## config.mk

```make
export PLATFORM = sky130hd
export DESIGN_NAME = mul_arbiter
export DESIGN_NICKNAME = d
export VERILOG_FILES = /design/src/rtl/mul_arbiter.sv
export SDC_FILE = /design/constraint.sdc
export NUM_CORES = 1
export LEC_CHECK = 0
export CAP_MARGIN = 5
export CORE_MARGIN = 2
export CORE_UTILIZATION = 46
export CTS_CLUSTER_DIAMETER = 40
export CTS_CLUSTER_SIZE = 30
export DETAILED_ROUTE_END_ITERATION = 6
export HOLD_SLACK_MARGIN = 0.05
export PLACE_DENSITY = 0.88
export RECOVER_POWER = 25
export SKIP_CTS_REPAIR_TIMING = 1
export SLEW_MARGIN = 10
export SYNTH_ARGS = -nofsm -noshare
export SYNTH_HDL_FRONTEND = slang
export SYNTH_SLANG_ARGS = --single-unit
```

## constraint.sdc

```tcl
create_clock -name clk_i -period 3.25 [get_ports clk_i]
set_input_delay 0.975 -clock clk_i [delete_from_list [all_inputs] [get_ports clk_i]]
set_output_delay 0.975 -clock clk_i [all_outputs]
set_load 0.03 [all_outputs]
```

## src/rtl/mul_arbiter.sv

```systemverilog
// mul_arbiter: round-robin front end that shares one sequential multiplier
// among N requesters. Holds one operation in flight, with a watchdog that
// returns an error response if the multiplier never reports completion.
module mul_arbiter #(
  parameter int M   = 8,
  parameter int N   = 4,
  parameter int TMO = 64
) (
  input  logic             clk_i,
  input  logic             rst_i,
  input  logic [N-1:0]     req_valid_i,
  input  logic [N*M-1:0]   req_a_i,
  input  logic [N*M-1:0]   req_b_i,
  output logic [N-1:0]     req_ready_o,
  output logic [N-1:0]     rsp_valid_o,
  output logic [2*M-1:0]   rsp_z_o,
  output logic             rsp_err_o,
  output logic             mul_start_o,
  output logic [M-1:0]     mul_a_o,
  output logic [M-1:0]     mul_b_o,
  input  logic             mul_done_i,
  input  logic [2*M-1:0]   mul_z_i,
  output logic             busy_o
);

  localparam int PW = (N > 1) ? $clog2(N) : 1;
  localparam int CW = (TMO > 1) ? $clog2(TMO) : 1;

  typedef enum logic [1:0] {S_IDLE, S_LAUNCH, S_WAIT, S_RESP} state_t;

  state_t         state_q, state_d;
  logic [PW-1:0]  rr_q, rr_d;
  logic [PW-1:0]  owner_q, owner_d;
  logic [CW-1:0]  cnt_q, cnt_d;
  logic [M-1:0]   a_q, a_d, b_q, b_d;
  logic [2*M-1:0] res_q, res_d;
  logic           err_q, err_d;

  logic           gnt_found;
  logic [PW-1:0]  gnt_idx;
  logic [PW:0]    sum;
  logic [PW-1:0]  idx;

  // Winner search: first valid requester at or above rr_q, wrapping at N.
  always_comb begin
    gnt_found = 1'b0;
    gnt_idx   = '0;
    sum       = '0;
    idx       = '0;
    for (int k = 0; k < N; k++) begin
      sum = {1'b0, rr_q} + (PW+1)'(k);
      if (sum >= (PW+1)'(N)) sum = sum - (PW+1)'(N);
      idx = sum[PW-1:0];
      if (!gnt_found && req_valid_i[idx]) begin
        gnt_found = 1'b1;
        gnt_idx   = idx;
      end
    end
  end

  // Next-state and output decode; request strobes only exist in IDLE.
  always_comb begin
    state_d     = state_q;
    rr_d        = rr_q;
    owner_d     = owner_q;
    cnt_d       = cnt_q;
    a_d         = a_q;
    b_d         = b_q;
    res_d       = res_q;
    err_d       = err_q;
    req_ready_o = '0;
    rsp_valid_o = '0;
    rsp_z_o     = '0;
    rsp_err_o   = 1'b0;
    mul_start_o = 1'b0;
    case (state_q)
      S_IDLE: begin
        // ready is only raised on a valid requester, so it is a handshake
        if (gnt_found) begin
          req_ready_o[gnt_idx] = 1'b1;
          a_d     = req_a_i[gnt_idx*M +: M];
          b_d     = req_b_i[gnt_idx*M +: M];
          owner_d = gnt_idx;
          state_d = S_LAUNCH;
        end
      end
      S_LAUNCH: begin
        mul_start_o = 1'b1;
        cnt_d       = '0;
        state_d     = S_WAIT;
      end
      S_WAIT: begin
        // completion takes priority over a watchdog expiry in the same cycle
        if (mul_done_i) begin
          res_d   = mul_z_i;
          err_d   = 1'b0;
          state_d = S_RESP;
        end else if (cnt_q == CW'(TMO-1)) begin
          res_d   = '0;
          err_d   = 1'b1;
          state_d = S_RESP;
        end else begin
          cnt_d = cnt_q + 1'b1;
        end
      end
      S_RESP: begin
        rsp_valid_o[owner_q] = 1'b1;
        rsp_z_o   = res_q;
        rsp_err_o = err_q;
        rr_d      = (owner_q == PW'(N-1)) ? '0 : owner_q + 1'b1;
        state_d   = S_IDLE;
      end
      default: state_d = S_IDLE;
    endcase
  end

  assign mul_a_o = a_q;
  assign mul_b_o = b_q;
  assign busy_o  = (state_q != S_IDLE);

  // State and datapath registers with synchronous reset.
  always_ff @(posedge clk_i) begin
    if (rst_i) begin
      state_q <= S_IDLE;
      rr_q    <= '0;
      owner_q <= '0;
      cnt_q   <= '0;
      a_q     <= '0;
      b_q     <= '0;
      res_q   <= '0;
      err_q   <= 1'b0;
    end else begin
      state_q <= state_d;
      rr_q    <= rr_d;
      owner_q <= owner_d;
      cnt_q   <= cnt_d;
      a_q     <= a_d;
      b_q     <= b_d;
      res_q   <= res_d;
      err_q   <= err_d;
    end
  end

endmodule

```

==> impl_results.md, run 1 <==
- Die area: 0.00697 mm^2
- Top FF cell, synth: dfxtp_1
- Fin nets: 585
- RD Place Congestion: 0.841
- EDFF count, synth: 0
- P&R area growth vs syn: 54.6%
- Slew @ Worst Pin: 1.30 ns
- CTS Buf Count: 5
- Ys async rst share: 0%
- Fmax: 315 MHz
- Core Rows: 28
- Per-cell routed wire length: 16.5 um
- Largest net degree at the start of global routing: 47
- Largest cells by area after synthesis: dfxtp_1, and2_1, a211o_1, o32ai_1, a22oi_1
- Syn Std Cell Area: 0.00291 mm^2
- Finish-stage setup viols: 0
- Synth area leader: dfxtp_1
- Setup WS post-layout: 0.0779 ns
- Core Area: 0.00603 mm^2
- Max transition margin: 13.3%
- Clock latency on the worst-skew pair: 0.31 ns
- Design Power: 2.35 mW
- Drt total wl: 9340 um
- First-pass GRT wire length: 15000 um
- Share of cells above drive strength 1: 9.59%
- Antenna Nets Post-Route: 0
- Via count: 3278
- Final worst path period share: 97.6%
- Root Buffer Master: clkbuf_8
- I/O pin count: 130
- Initial Utilization: 48.3%
- Total track usage: 25.5%
- DRC Markers: 0
- Synthesized instance count: 362
- Initial antenna violation count: 0
- Syn. warnings: 0
- I/O Buffers: 129
- Max-Cap Viols: 0
- CTS tree: done
- # fillers: 443
- Layout Skew: 0.0120 ns
- Reg clk slew, reported paths: 0.09 ns
- CTS H-Tree Depth: 2
- Register area share after synthesis: 31.0%
- Share of the synthesized area in the top cell type: 31.0%
- Number of global-route vias before repair: 3110
- Mean Syn Cell Area: 8.03 um^2
- WP data arrival: 2.20 ns
- Setup CP Type: in -> out
- Crit path required time: 2.27 ns
- Hold WC Path Type: reg -> reg
- # diodes: 0
- Power density cells: 522 mW/mm^2
- CP startpoint kind: primary input
- Most frequent cell after synthesis: dfxtp_1
- Congestion Overflow GR: 0
- Status: finished, final reports clean
- Clock sinks: 45
- Syn nets: 458
- CP Capture Type: primary output
- Via-to-Cell Ratio: 5.80
- Worst-path maximum fanout: 6
- Post-DP HPWL: 6350 um
- Top post-synthesis cells by count: dfxtp_1, and2_1, nor2_1
- DP Worst Slack: -0.167 ns
- Pins Over Slew Limit: 0
- Netlist cell types: 47
- Final Hold Fails: 0
- Clock tree buffer depth: 2
- Tmin final: 3.17 ns
- Die H: 83.5 um
- Die X: 83.5 um
- DRT iter0 DRCs: 146
- LEAKAGE: 1.76 nW
- Router iterations before antenna repair: 4
- #FFs+latches synth: 45
- Peak VDD IR: 0.447 mV
[layout make-up]
class                      count  area, um^2  share of cell area (%)
timing repair buffer         148        1450                    32.3
clock buffer                   5        68.8                    1.53
clock inverter                 3        47.5                    1.06
tap                           75        93.8                    2.09
multi-input combinational    280        1900                    42.2
sequential                    45         901                    20.0
inverter                       9        33.8                   0.752
[final timing paths]
| kind | end | depth (start not counted) | start | slack, ns |
|---|---|---|---|---|
| worst min-delay path | res_q[2] | 2 | res_q[2] | 0.52 |
| worst min register to register | res_q[2] | 2 | res_q[2] | 0.52 |
| worst max register to register | mul_a_o[5] | 6 | rr_q[0] | 0.97 |
| worst max-delay path | req_ready_o[0] | 7 | req_valid_i[2] | 0.08 |
[registers in the layout (all words and copies together) (netlist names)]
signal / count
state_q: 2
res_q: 16
rr_q: 2
mul_b_o: 8
cnt_q: 6
mul_a_o: 8
err_q: 1
owner_q: 2
[metrics by stage]
step	hold WS (ns)	setup TNS [ns]	utilization (%)	cell area [um^2]	instances
6_report	0.518	0	74.6	4490	565
5_1_grt	0.555	-0.0186	74.6	4490	565
4_1_cts	0.520	-0.875	73.4	4420	565
3_5_place_dp	0.496	-1.51	71.5	4310	557
3_3_place_gp	0.480	-0.459	71.5	4310	557
2_1_floorplan	0.469	0	-	2910	362
[cell usage in the layout, fill, tap and decap left out, types with 9 or more instances in the layout]
cell / instances
a21boi_0: 14
dlygate4sd3_1: 9
a22oi_1: 16
nand3_1: 20
a21oi_1: 22
a211o_1: 15
nor2_1: 30
and3_1: 16
nand2_1: 11
o21ai_0: 17
inv_1: 9
clkdlybuf4s50_1: 111
nor3b_1: 15
and2_1: 36
dfxtp_1: 45
buf_4: 19
ha_1: 9
o32ai_1: 15
[where the power goes]
part	switching [mW]	total, mW	internal (mW)
registers	0.0720	0.724	0.652
clock network	0.212	0.446	0.235
logic	0.666	1.18	0.510
total	0.949	2.35	1.40
[cell families (layout without fill, tap and decap cells)]
logic type / after synthesis / count (layout) / synth area share, %
AO/OA/AOI/OAI: 113 / 113 / 27.5
XOR/XNOR: 2 / 2 / 0.603
adder cells (fa/ha/maj): 9 / 9 / 3.87
buffers and inverters: 37 / 165 / 5.94
flip-flops: 45 / 45 / 31.0
multiplexers: 5 / 5 / 1.72
AND/OR/NAND/NOR: 151 / 151 / 29.3
[layer usage]
| layer | part of all wire, % | up-vias | wire, um | track usage (%) |
|---|---|---|---|---|
| met1 | 43 | 1532 | 4050 | 33.3 |
| met2 | 46 | 161 | 4340 | 41.8 |
| li1 | - | 1572 | - | - |
| met5 | 0 | - | 0 | 0 |
| met4 | 1.4 | 0 | 127 | 7.04 |
| met3 | 8.7 | 13 | 811 | 6.73 |
[worst max-delay path, stage by stage]
cell and delay (ns):
dlymetal6s2s_1 0.22, nand2b_1 0.15, nand2_1 0.07, a221oi_2 0.34, nand2b_4 0.21, nor2_1 0.05, buf_4 0.18
(Power assumes the default switching activity.)
==> run 2: changes to the inputs <==
- CORE_UTILIZATION: 46 -> 42
- PLACE_DENSITY: 0.88 -> 0.82
- clock period: 3.25 -> 3.06 ns (I/O delays scaled with it)
==> run 2 against run 1 <==
The flow now finishes with violations (capacitance limit, slew limit). Critical path depth is 1 lower. Total power rose by 2.5%. Die area up 9.1%. Register-to-register slack worse by 0.20 ns. Sequential share of layout area is 0.062 points higher. Sequential cell count unchanged. Cell count is 1.4% higher. Routed wire length down 3.0%. Combinational power is 4% higher. First-iteration DRC count is 16% lower. Critical endpoint is now req_ready_o[2]. Largest power group unchanged.
==> impl_results.md, run 2 (same netlist as run 1, synthesis figures left out) <==
- Critical-path cell list: dlymetal6s2s_1 -> nand2_1 -> a311oi_2 -> or2_4 -> nor2_1 -> buf_4
- Fin nets: 588 (+0.51%)
- P&R area growth vs syn: 54.1%
- CTS tree: done
- WL met1: 3940 um (-2.8%)
- Via count: 3163 (-3.5%)
- Clock power frac: 16.8% (-2.2 points)
- Largest Register: res_q
- Fmax: 337 MHz
- I/O pin count: 130 (unchanged)
- P_sw: 1.00 mW (+5.6%)
- Fin area: 0.00448 mm^2 (-0.31%)
- RSZ-0062 raised after global routing: no
- Max FFs per register: 16 (unchanged)
- Crit path buffers/inverters: 2 (unchanged)
- # diodes: 0 (unchanged)
- Final worst path period share: 97.1%
- Share of cells above drive strength 1: 9.94% (+0.35 points)
- Congestion Overflow GR: 0 (unchanged)
- Failing checks: capacitance limit, slew limit
- Clock tree buffer depth: 2 (unchanged)
- Crit path required time: 2.14 ns (-0.13 ns)
- CP startpoint kind: primary input
- WP data arrival: 2.05 ns (-0.15 ns)
- Peak VDD IR: 0.320 mV (-28%)
- Initial Utilization: 43.0% (-5.2 points)
- Commonest non-fill, non-tap cell in the layout: clkdlybuf4s50_1
- Reg clk slew, reported paths: 0.09 ns (about the same)
- Finish-stage setup viols: 0 (unchanged)
- Largest net degree at the start of global routing: 47 (unchanged)
- Crit path max-delay cell type: a311oi_2
- R2R Setup Slk: 0.77 ns (-0.20 ns)
- Number of global-route vias before repair: 3022 (-2.8%)
- Final Hold Fails: 0 (unchanged)
- Hold WC Path Type: reg -> reg
- First-pass GRT wire length: 14400 um (-4.2%)
- CTS Buf Count: 5 (unchanged)
- Drt total wl: 9050 um (-3.0%)
- Most frequent cells in the layout: clkdlybuf4s50_1, dfxtp_1, and2_1, nor2_1, buf_4
- Net Sw Frac: 41.7% (+1.3 points)
- Design Power: 2.40 mW (+2.5%)
- DRT iter0 DRCs: 123 (-16%)
- Via-to-Cell Ratio: 5.52 (-4.9%)
- Router iterations before antenna repair: 4 (unchanged)
- Initial antenna violation count: 0 (unchanged)
- Reg power frac: 31.9% (+1.1 points)
- Die H: 87.2 um (+4.4%)
- Top routing layer in use: met4
- Met2 wire length: 4340 um (-0.12%)
- LEAKAGE: 1.76 nW (-0.23%)
- RD Place Congestion: 0.866 (+3.0%)
- Pins Over Slew Limit: 37 (+37)
- Placed insts: 565 (+1.4%)
- Max transition margin: -4.72% (-18 points)
- Die X: 87.2 um (+4.4%)
- Post-DP HPWL: 6330 um (-0.25%)
- I/O Buffers: 129 (unchanged)
- Wire length on met3: 696 um (-14%)
- Layout Cells excl Fill: 573 (+1.4%)
- Placed Instance Area: 0.00434 mm^2 (+0.67%)
- CP Capture Type: primary output
- Clock latency on the worst-skew pair: 0.30 ns (about the same)
- Per-cell routed wire length: 15.8 um (-4.4%)
- Layout Skew: 0.00784 ns (-0.00417 ns)
- Root Buffer Master: clkbuf_8
- CP top delay family: compound AO/OA/AOI/OAI gates
- Final Hold Slack: 0.513 ns (-0.00505 ns)
- Setup CP Type: in -> out
- Antenna Nets Post-Route: 0 (unchanged)
- Max-Cap Viols: 1 (+1)
- Core Rows: 30 (+7.1%)
- P_int: 1.40 mW (+0.31%)
- Clock sinks: 45 (unchanged)
- DRC Markers: 0 (unchanged)
- Combinational group share of total power: 51.3% (+1.2 points)
- Status: complete, but fails checks
- Tmin final: 2.97 ns
- Power density cells: 536 mW/mm^2 (+2.8%)
- Worst-path maximum fanout: 5 (-1)
- Core Area: 0.00676 mm^2 (+12%)
- Max stage delay on crit path: 0.40 ns (+0.06 ns)
- Total track usage: 23.2% (-2.3 points)
- Slew @ Worst Pin: 1.57 ns (+0.270 ns)
- Die area: 0.00760 mm^2 (+9.1%)
- CTS H-Tree Depth: 2 (unchanged)
run 2: metrics by stage:
stage	util (%)	worst slack [ns]	TNS [ns]
2_1_floorplan	-	0.0695	0
3_3_place_gp	64.2	-0.297	-2.25
3_5_place_dp	64.2	-0.357	-4.65
4_1_cts	65.6	-0.355	-1.36
5_1_grt	66.3	0.0192	0
6_report	66.3	0.0898	0
run 2: power groups by stage:
stage	clock, mW	sequential (mW)	combinational [mW]
2_1_floorplan	0	0.872	0.634
3_3_place_gp	0	0.771	1.20
3_5_place_dp	0	0.779	1.22
4_1_cts	0.412	0.766	1.22
5_1_grt	0.441	0.781	1.33
6_report	0.405	0.766	1.23
run 2: worst register-to-register path, stage by stage, from the launching register on:
cell and delay [ns]:
dfxtp_1 0.44, nand2b_1 0.19, buf_4 0.14, a21oi_2 0.07, buf_4 0.15, nor3_2 0.86, o32ai_1 0.17, a21oi_1 0.19
run 2: final cells by class:
cell class	count	area, um^2
Timing Repair Buffer	151	1470
Inverter	9	33.8
Clock buffer	5	68.8
Tap cell	80	100
Fill cell	582	2280
Clock inverter	3	28.8
Multi-Input combinational cell	280	1880
Sequential cell	45	901
run 2: worst paths after layout:
kind,start,endpoint,cells after the start
setup / recovery,req_valid_i[0],req_ready_o[2],6
hold / removal,err_q,err_q,2
setup reg to reg,rr_q[0],mul_b_o[2],7
hold reg to reg,err_q,err_q,2
run 2: per-layer routing:
layer,global-route usage [%],up-vias
met1,29.4,1455
met5,0,-
met2,41.3,122
met3,4.45,8
met4,4.34,0
li1,-,1578
